**config.mk**
```make
export PLATFORM = sky130hd
export DESIGN_NAME = morse_decoder
export DESIGN_NICKNAME = d
export VERILOG_FILES = /design/src/rtl/morse_decoder.sv
export SDC_FILE = /design/constraint.sdc
export NUM_CORES = 1
export LEC_CHECK = 0
export CORE_MARGIN = 2
export CORE_UTILIZATION = 54
export CTS_CLUSTER_SIZE = 40
export DETAILED_ROUTE_END_ITERATION = 10
export PLACE_DENSITY = 0.76
export REMOVE_ABC_BUFFERS = 1
export SLEW_MARGIN = 20
export SYNTH_ARGS = -nofsm -noshare
export SYNTH_HDL_FRONTEND = slang
export SYNTH_SLANG_ARGS = --single-unit
```
**constraint.sdc**
```tcl
create_clock -name CLOCK_50 -period 2.2 [get_ports CLOCK_50]
set_input_delay 0.22 -clock CLOCK_50 [delete_from_list [all_inputs] [get_ports CLOCK_50]]
set_output_delay 0.22 -clock CLOCK_50 [all_outputs]
set_load 0.02 [all_outputs]
```
**src/rtl/morse_decoder.sv**
```systemverilog
// Morse receive stage: synchronizes the on/off line, times mark/space runs and
// decodes letters A..H into the transmitter's 3-bit code with valid/err pulses.
module morse_decoder #(
   parameter int UNIT_CYCLES = 25000000
) (
   input  logic       CLOCK_50,
   input  logic       Resetn,
   input  logic       morse_in,
   output logic [2:0] letter,
   output logic       letter_valid,
   output logic       letter_err,
   output logic [3:0] sym_bits,
   output logic [2:0] sym_count
);

   localparam int DASH_I = (2 * UNIT_CYCLES < 1) ? 1 : 2 * UNIT_CYCLES;
   localparam int GAP_I  = ((3 * UNIT_CYCLES) / 2 < 1) ? 1 : (3 * UNIT_CYCLES) / 2;
   localparam int MINM_I = (UNIT_CYCLES / 4 < 1) ? 1 : UNIT_CYCLES / 4;

   localparam logic [26:0] DASH_MIN = 27'(DASH_I);
   localparam logic [26:0] GAP_MIN  = 27'(GAP_I);
   localparam logic [26:0] MIN_MARK = 27'(MINM_I);

   typedef enum logic [1:0] {
      S_IDLE,
      S_MARK,
      S_SPACE,
      S_EMIT
   } state_t;

   state_t      r_state;
   state_t      w_state_nxt;
   logic        r_sync1;
   logic        r_sync2;
   logic [1:0]  r_primed;
   logic        r_armed;
   logic [26:0] r_cnt;
   logic [26:0] w_cnt_nxt;
   logic [3:0]  r_bits;
   logic [3:0]  w_bits_nxt;
   logic [2:0]  r_count;
   logic [2:0]  w_count_nxt;
   logic        r_bad;
   logic        w_bad_nxt;
   logic [2:0]  r_letter;
   logic [2:0]  w_letter_nxt;
   logic        r_valid;
   logic        w_valid_nxt;
   logic        r_err;
   logic        w_err_nxt;
   logic        w_s;
   logic        w_short;
   logic        w_dash;
   logic [3:0]  w_dec;

   // Returns {hit, code}; symbols sit first-in-MSB within the low sym_count bits.
   function automatic logic [3:0] decode(input logic [2:0] cnt, input logic [3:0] bits);
      logic [3:0] res;
      res = 4'b0000;
      case ({cnt, bits})
         7'b010_0001: res = {1'b1, 3'd0};
         7'b100_1000: res = {1'b1, 3'd1};
         7'b100_1010: res = {1'b1, 3'd2};
         7'b011_0100: res = {1'b1, 3'd3};
         7'b001_0000: res = {1'b1, 3'd4};
         7'b100_0010: res = {1'b1, 3'd5};
         7'b011_0110: res = {1'b1, 3'd6};
         7'b100_0000: res = {1'b1, 3'd7};
         default:     res = 4'b0000;
      endcase
      return res;
   endfunction

   assign w_s     = r_sync2;
   assign w_short = (r_cnt < MIN_MARK);
   assign w_dash  = !w_short && (r_cnt >= DASH_MIN);
   assign w_dec   = decode(r_count, r_bits);

   always_comb begin
      w_state_nxt  = r_state;
      w_cnt_nxt    = r_cnt;
      w_bits_nxt   = r_bits;
      w_count_nxt  = r_count;
      w_bad_nxt    = r_bad;
      w_letter_nxt = r_letter;
      w_valid_nxt  = 1'b0;
      w_err_nxt    = 1'b0;
      case (r_state)
         S_IDLE: begin
            // r_armed guarantees a genuine low was seen, so a line held high
            // through reset release cannot start a letter.
            if (w_s && r_armed) begin
               w_state_nxt = S_MARK;
               w_cnt_nxt   = 27'd1;
               w_bits_nxt  = 4'd0;
               w_count_nxt = 3'd0;
               w_bad_nxt   = 1'b0;
            end
         end
         S_MARK: begin
            if (w_s) begin
               if (r_cnt < DASH_MIN) w_cnt_nxt = r_cnt + 27'd1;
            end else begin
               if (w_short) w_bad_nxt = 1'b1;
               if (r_count >= 3'd4) begin
                  w_bad_nxt   = 1'b1;
                  w_count_nxt = 3'd5;
               end else begin
                  w_bits_nxt  = {r_bits[2:0], w_dash};
                  w_count_nxt = r_count + 3'd1;
               end
               w_state_nxt = S_SPACE;
               w_cnt_nxt   = 27'd1;
            end
         end
         S_SPACE: begin
            // The gap test wins over a coinciding rise so a space of exactly
            // GAP_MIN always ends the letter.
            if (r_cnt == GAP_MIN) begin
               w_state_nxt = S_EMIT;
               if (!r_bad && w_dec[3]) begin
                  w_valid_nxt  = 1'b1;
                  w_letter_nxt = w_dec[2:0];
               end else begin
                  w_err_nxt = 1'b1;
               end
            end else if (w_s) begin
               w_state_nxt = S_MARK;
               w_cnt_nxt   = 27'd1;
            end else begin
               w_cnt_nxt = r_cnt + 27'd1;
            end
         end
         S_EMIT: begin
            w_state_nxt = S_IDLE;
         end
         default: begin
            w_state_nxt = S_IDLE;
         end
      endcase
   end

   always_ff @(posedge CLOCK_50) begin
      if (!Resetn) begin
         r_state  <= S_IDLE;
         r_sync1  <= 1'b0;
         r_sync2  <= 1'b0;
         r_primed <= 2'b00;
         r_armed  <= 1'b0;
         r_cnt    <= 27'd0;
         r_bits   <= 4'd0;
         r_count  <= 3'd0;
         r_bad    <= 1'b0;
         r_letter <= 3'd0;
         r_valid  <= 1'b0;
         r_err    <= 1'b0;
      end else begin
         r_state  <= w_state_nxt;
         r_sync1  <= morse_in;
         r_sync2  <= r_sync1;
         // Cleared sync flops read as low for two cycles after reset; ignore them.
         r_primed <= {r_primed[0], 1'b1};
         if (r_primed[1] && !r_sync2) r_armed <= 1'b1;
         r_cnt    <= w_cnt_nxt;
         r_bits   <= w_bits_nxt;
         r_count  <= w_count_nxt;
         r_bad    <= w_bad_nxt;
         r_letter <= w_letter_nxt;
         r_valid  <= w_valid_nxt;
         r_err    <= w_err_nxt;
      end
   end

   assign letter       = r_letter;
   assign letter_valid = r_valid;
   assign letter_err   = r_err;
   assign sym_bits     = r_bits;
   assign sym_count    = r_count;

endmodule
```
Word-level counts from Yosys, hierarchy flattened:

Index checks and enable logic that the tools add are counted.

* register bits after elaboration: 47
* output and inout bits: 12

* reduce and logical (&&, ||, !) cells: 17
* eq/ne operators: 19
* add/sub/neg operators: 2
* multiplexer cells: 28
* order comparisons: 4

Operator list (count)
* $mux W27: 5
* $pmux W27 S3: 1
* $pmux W4 S8: 1
* $eq A7 B7 Y1 const B: 4
* $add A27 B1 Y27 const B: 1
* $eq A27 B26 Y1 const B: 1
* $ge A27 B26 Y1 const B: 1
* $lt A27 B23 Y1 const B: 1
* $lt A27 B26 Y1 const B: 1
* $eq A7 B6 Y1 const B: 3
* $mux W4: 3
* $reduce_and A3 Y1: 4
* $reduce_and A4 Y1: 3
* $mux W3: 3
* $ne A3 B3 Y1 const B: 3
* $mux W2: 4
* $ne A2 B2 Y1 const B: 4
* $pmux W2 S4: 1
* $pmux W4 S2: 1
* $eq A7 B5 Y1 const B: 1
* $mux W1: 7
* $pmux W3 S2: 1
* $eq A2 B2 Y1 const B: 2
* $logic_and A1 B1 Y1: 4
* 8 further kinds: 10

Logic depth before layout (Yosys ltp):

Gate-level depths: netlist of run 1.

* depth after elaboration: 6
* mapped depth: 11

Worst setup path after synthesis of run 1:

No wires, ideal clock.

* path kind: reg2reg
* start point: reg r_cnt[7]
* end point: reg r_cnt[16]
* setup time: 0.071 ns
* clock period less this slack: 2.396 ns
* data required time: 2.129 ns
* slack: -0.196 ns
* arrival: 2.326 ns
* cell stages (with the launch flop): 8
* cells stage by stage: dfxtp_1 > or4_1 > or4b_4 > nand4_2 > nand4_4 > buf_6 > or4_1 > a21oi_1

* cells in the longest elaborated chain, start to end: 4
* elaborated cells on any way between the ends: 11

RTL lines
* from (decl): line 37 `logic [26:0] r_cnt;`
* from (signal assigned): line 164 `r_cnt <= w_cnt_nxt;`
* $add A27 B1 Y27: line 102, 131
* $mux W27 (on tied branches): line 127, 102
* $mux W27 (on tied branches): line 119, 101
* $pmux W27 S3: line 88 `case (r_state)`

Several ways; a longest one is shown, not always the timed one. The select of a mux whose other input is x is not followed.
A chain may end at the register's enable or synchronous reset.

Worst setup path after layout of run 1:

* start point: reg r_cnt[7]
* end point: reg r_cnt[8]

Same word-level chain as after synthesis.

==> flow_metrics.py, run 1 <==
metrics = {
    "power": {
        "p_leak_nw": 1.252,
        "p_per_area_mw_per_mm2": 560.9,
        "vdd_drop_max_uv": 382.1,
    },
    "sta": {
        "clock_skew_ns": 0.006602,
        "relSlewSlack_pct": 72.44,
        "hold_violations": 0,
        "worst_pin_slew_ns": 0.4119,
        "setup_slack_ns": -0.2510,
        "fin_crit_sh_pct": 111.4,
        "fin_setup_tns_ns": -4.314,
        "fmax_ghz": 0.4080,
        "slew_violations": 0,
        "finalCriticalPeriod_ns": 2.451,
        "rsz0062_at_grt": "true",
        "finalSetupViolCount": 26,
    },
    "cells_and_area": {
        "final_cell_mix": "dfxtp_1 (46), buf_4 (46), a21oi_1 (32)",
        "drive_above_1_share_pct": 18.71,
        "regArea_sq_um": 942.2,
        "finalNetCount": 432,
        "nFillCells": 430,
        "multi_input_area_sq_mm": 0.001872,
        "diodes": 0,
        "utilization_pct": 69.50,
        "final_cells": 487,
        "synthToLayoutAreaGrowth_pct": 24.48,
    },
    "worst_hold_path": {
        "hp-class": "flip-flop to flip-flop",
        "hp-start": "r_sync1",
    },
    "synth": {
        "ys_seq_area_share_pct": 33.00,
        "synth_area_sq_mm": 0.002851,
        "synth-seq-cells": 47,
        "yosysWarnings": 0,
        "synth_cell_types": 57,
        "synthFlopType": "dfxtp_1",
        "synth_edf_count": 0,
        "avgSynthCellArea_sq_um": 7.645,
        "async_reset_ff_share_pct": 0,
        "synthCells": 373,
    },
    "drt": {
        "post_drt_wl_per_cell_microns": 16.30,
        "final_antenna_net_count": 0,
        "num_vias": 3046,
        "drt_iter0_drc": 320,
        "firstDrtPassIters": 5,
        "drc": 0,
        "wl_mm": 7.939,
        "viasPerCell": 6.255,
    },
    "status": {
        "failed_checks": "negative setup slack",
        "status": "finished, violations left",
    },
    "floorplan": {
        "start_util_pct": 55.83,
        "core_region_area_sq_mm": 0.005107,
        "fp.dieH_microns": 76.67,
        "num_rows": 26,
        "die_area_sq_mm": 0.005878,
        "die_w_microns": 76.67,
        "ios": 15,
    },
    "place": {
        "hpwl_mm": 5.343,
        "port_buffers": 14,
        "dp_cells": 476,
        "place_congestion": 0.8973,
    },
    "cts": {
        "clk_pin_slew_ns": 0.08,
        "cts_sinks": 47,
        "holdBufCountCts": 0,
        "insertion_delay_ns": 0.31,
        "cts_max_level": 2,
        "cts.path.max_buffers": 2,
        "clock-root-buffer": "clkbuf_8",
        "cts_tree": "built",
        "cts_buffers": 5,
    },
    "grt": {
        "antenna_found_initial": 0,
        "grt.busiest_layer": "met2",
        "met2_usage_pct": 45.53,
        "grt_max_degree": 22,
        "grt_pass1_vias": 2849,
        "track_usage_pct": 27.53,
        "gr-usage-met1_pct": 34.40,
        "grt_pass1_wl_mm": 13.21,
        "gr-usage-met3_pct": 5.882,
        "grt-ovfl-total": 0,
    },
    "setup_path": {
        "path_class": "flip-flop to flip-flop",
        "cp_max_fo": 5,
        "cp.arrival_ns": 2.69,
        "cp-startpoint": "r_cnt[7]",
        "crit_path_end_kind": "flip-flop",
        "critPathLaunchType": "flip-flop",
        "crit_required_ns": 2.44,
        "reg2reg_from": "r_cnt[7]",
    },
    "job": {
        "maxCapViolCount": 0,
    },
}
[cells by family (layout without fill, tap and decap cells)]
| kind of cell | count (synthesis) | in the layout | synth area share [%] |
|---|---|---|---|
| AND/OR/NAND/NOR | 166 | 168 | 33.30 |
| buffers and inverters | 40 | 82 | 5.529 |
| flip-flops | 47 | 47 | 33.00 |
| AO/OA/AOI/OAI | 106 | 106 | 22.29 |
| adder cells (fa/ha/maj) | 11 | 11 | 4.827 |
| multiplexers | 3 | 3 | 1.053 |
[worst paths after layout]
check	endpoint	slack [ns]	depth (start not counted)
setup / recovery	r_cnt[8]	-0.25	7
hold / removal	r_sync2	0.44	1
setup reg to reg	r_cnt[8]	-0.25	7
hold reg to reg	r_sync2	0.44	1
[report_power, final]
group	leakage [nW]	switching [mW]	total (mW)	internal, mW
Clock	0.0371	0.281	0.493	0.212
Sequential	0.381	0.0202	0.901	0.881
Combinational	0.834	0.382	0.597	0.215
[cell type report]
class / count / area share (%)
multi-input cells: 288 / 52.73
flip-flops and latches: 47 / 26.54
repair buffers: 64 / 14.95
well taps: 70 / 2.467
clock buffers: 6 / 2.044
inverters: 12 / 1.269
[state kept, by name, indices dropped and copies added (netlist names), 2 cells and up]
name and cells:
letter 3, r_cnt 27, r_state 2, sym_bits 4, sym_count 3, r_primed 2
[critical path, cell delays in order (launching register included)]
cell and delay, ns:
dfxtp_2 0.33, or4_4 0.52, or4b_4 0.52, nand4_4 0.18, nand4_4 0.17, buf_4 0.19
or3_1 0.35, a21oi_1 0.14
[Yosys cell counts, types with 3 or more instances]
| cell | n | share of area (%) |
|---|---|---|
| nor2_1 | 27 | 3.6 |
| a22oi_1 | 4 | 1.1 |
| o21ai_1 | 5 | 0.88 |
| inv_1 | 11 | 1.4 |
| a21oi_1 | 38 | 6.7 |
| or3b_1 | 3 | 0.92 |
| nand2_1 | 30 | 3.9 |
| o31a_1 | 3 | 0.92 |
| nand3_1 | 24 | 4.2 |
| and3_1 | 3 | 0.66 |
| nand3b_1 | 3 | 0.79 |
| o211ai_1 | 4 | 1.1 |
| mux2i_1 | 3 | 1.1 |
| nor3_1 | 7 | 1.2 |
| or3_1 | 14 | 3.1 |
| nand4_1 | 8 | 1.8 |
| or4_1 | 6 | 1.6 |
| and2_1 | 7 | 1.5 |
| o31ai_1 | 3 | 0.79 |
| dfxtp_1 | 47 | 33 |
| nand2b_1 | 3 | 0.66 |
| nor2b_1 | 4 | 0.88 |
| ha_1 | 11 | 4.8 |
| nor4_1 | 7 | 1.5 |
| or4b_1 | 3 | 1.1 |
| and4_1 | 4 | 1.2 |
| clkbuf_1 | 27 | 3.6 |
| a31oi_1 | 6 | 1.3 |
| o21ai_0 | 27 | 4.7 |
[through the flow]
| stage | power, mW | area (sq um) | hold WS, ns | worst slack (ns) |
|---|---|---|---|---|
| after floorplan | 1.236 | 2739 | 0.2477 | -0.8259 |
| after global placement | 1.437 | 3319 | 0.4145 | -0.2910 |
| after detailed placement | 1.451 | 3319 | 0.4323 | -0.3191 |
| after CTS | 1.954 | 3451 | 0.4512 | -0.2198 |
| after global routing | 2.092 | 3550 | 0.4635 | -0.2973 |
| final | 1.991 | 3550 | 0.4435 | -0.2510 |
[metal layers]
layer  routed length (microns)  vias to the layer above  part of all wire [%]
li1                          -                     1479                     -
met1                      3283                     1376                    41
met2                      3739                      159                    47
met3                       673                       32                   8.5
met4                       243                        0                   3.1
met5                         0                        -                     0
[repair_timing]
action | CTS | global route
buffers inserted | 1 | 2
gates cloned | 2 | 0
pin swaps | 9 | 16
setup endpoints to repair | 24 | 31
gates resized for setup | 5 | 23
(Power assumes the default switching activity.)
==> inputs of run 2 (changes only) <==
--- a/config.mk
+++ b/config.mk
@@ -10,7 +10,6 @@
 export CTS_CLUSTER_SIZE = 40
 export DETAILED_ROUTE_END_ITERATION = 10
 export PLACE_DENSITY = 0.76
-export REMOVE_ABC_BUFFERS = 1
 export SLEW_MARGIN = 20
 export SYNTH_ARGS = -nofsm -noshare
 export SYNTH_HDL_FRONTEND = slang
==> flow_metrics.py, run 2 (same netlist as run 1, synthesis figures left out) <==
metrics = {
    "status": {
        "status": "finished, violations left",
        "failed_checks": "negative setup slack",
    },
    "drt": {
        "drt_iter0_drc": 379,
        "post_drt_wl_per_cell_microns": 16.57,
        "wl_mm": 8.070,
        "final_antenna_net_count": 0,
        "num_vias": 3049,
        "viasPerCell": 6.261,
        "drc": 0,
        "firstDrtPassIters": 5,
    },
    "sta": {
        "slew_violations": 0,
        "clock_skew_ns": 0.004705,
        "fin_crit_sh_pct": 108.7,
        "hold_ws_ns": 0.4402,
        "fmax_ghz": 0.4182,
        "hold_violations": 0,
        "relSlewSlack_pct": 71.12,
        "finalSetupViolCount": 26,
        "setup_slack_ns": -0.1914,
        "rsz0062_at_grt": "true",
        "worst_pin_slew_ns": 0.4271,
        "finalCriticalPeriod_ns": 2.391,
    },
    "setup_path": {
        "path_buf_inv": 0,
        "cp_cell_sequence": "or4_4 -> or4b_4 -> nand4_4 -> nand4_4 -> or4_4 -> a21oi_2",
        "crit_path_end_kind": "flip-flop",
        "slowest_stage": "or4_4",
        "cp_top_family": "simple AND/OR/NAND/NOR gates",
        "cp.arrival_ns": 2.62,
        "r2r_slack_ns": -0.19,
        "cp_max_fo": 7,
        "path_class": "flip-flop to flip-flop",
        "critPathLaunchType": "flip-flop",
        "crit_required_ns": 2.43,
        "critical_path.max_stage_delay_ns": 0.54,
    },
    "cts": {
        "insertion_delay_ns": 0.29,
        "cts.path.max_buffers": 2,
        "holdBufCountCts": 0,
        "cts_max_level": 2,
        "cts_sinks": 47,
        "cts_buffers": 5,
        "clk_pin_slew_ns": 0.09,
        "cts_tree": "built",
        "clock-root-buffer": "clkbuf_8",
    },
    "floorplan": {
        "die_w_microns": 76.67,
        "core_region_area_sq_mm": 0.005107,
        "num_rows": 26,
        "fp.dieH_microns": 76.67,
        "ios": 15,
        "start_util_pct": 55.83,
        "die_area_sq_mm": 0.005878,
    },
    "grt": {
        "antenna_found_initial": 0,
        "track_usage_pct": 26.96,
        "grt_pass1_vias": 2725,
        "grt_max_degree": 23,
        "grt_pass1_wl_mm": 12.87,
        "grt-ovfl-total": 0,
    },
    "power": {
        "p_leak_nw": 1.267,
        "vdd_drop_max_uv": 659.1,
        "p_per_area_mw_per_mm2": 577.2,
    },
    "cells_and_area": {
        "final_cells": 487,
        "diodes": 0,
        "finalNetCount": 430,
        "utilization_pct": 70.60,
        "largest_reg_flops": 27,
        "drive_above_1_share_pct": 22.06,
        "synthToLayoutAreaGrowth_pct": 26.46,
        "regMostFlops": "r_cnt",
        "final_cell_mix": "buf_4 (42), dfxtp_1 (42), nand2_1 (30)",
        "design_area_sq_mm": 0.003606,
    },
    "place": {
        "dp_slack_ns": -0.2477,
        "port_buffers": 14,
        "dp_cells": 470,
        "placedInstanceArea_sq_mm": 0.003298,
        "hpwl_mm": 5.332,
        "place_congestion": 0.8940,
    },
    "job": {
        "maxCapViolCount": 0,
    },
    "worst_hold_path": {
        "hp-class": "flip-flop to flip-flop",
    },
    "synth": {
        "synth_nets": 387,
    },
}
## run 2: worst paths after layout
path               end     start  cells past startpoint
min reg2reg    r_sync2   r_sync1                      1
max          r_cnt[23]  r_cnt[8]                      6
max reg2reg  r_cnt[23]  r_cnt[8]                      6
min            r_sync2   r_sync1                      1
## run 2: metrics by stage
step | setup TNS [ns] | total power, mW
floorplan | -0.9110 | 1.277
global placement | -3.811 | 1.428
detailed placement | -4.109 | 1.441
CTS | -2.799 | 2.033
global route | -4.957 | 2.184
finish | -3.414 | 2.082
## run 2: layer usage
layer  part of all wire [%]  vias to the layer above  global-route usage, %  routed length (microns)
li1                       -                     1459                      -                        -
met1                     43                     1436                  36.13                     3481
met2                     48                      134                  43.60                     3881
met3                    6.7                       20                  4.824                      543
met4                    2.0                        0                  9.636                      163
met5                      0                        -                      0                        0
## run 2: final cells by class
class,instances,area (sq um)
clock buffer,7,76.32
tap,70,87.58
multi-input combinational,287,1911
fill,437,1501
sequential,47,947.2
clock inverter,1,5.005
timing repair buffer,63,534.3
inverter,12,45.04
## run 2: report_power, final
part	switching, mW	internal [mW]	total [mW]
Clock	0.280	0.224	0.503
Sequential	0.0201	0.881	0.901
Combinational	0.409	0.268	0.677
## run 2: what timing repair did
action,in CTS,in global routing
resized for setup,15,24
setup buffers,3,2
pin swaps,19,5
gates cloned,4,0
setup endpoints to repair,24,30
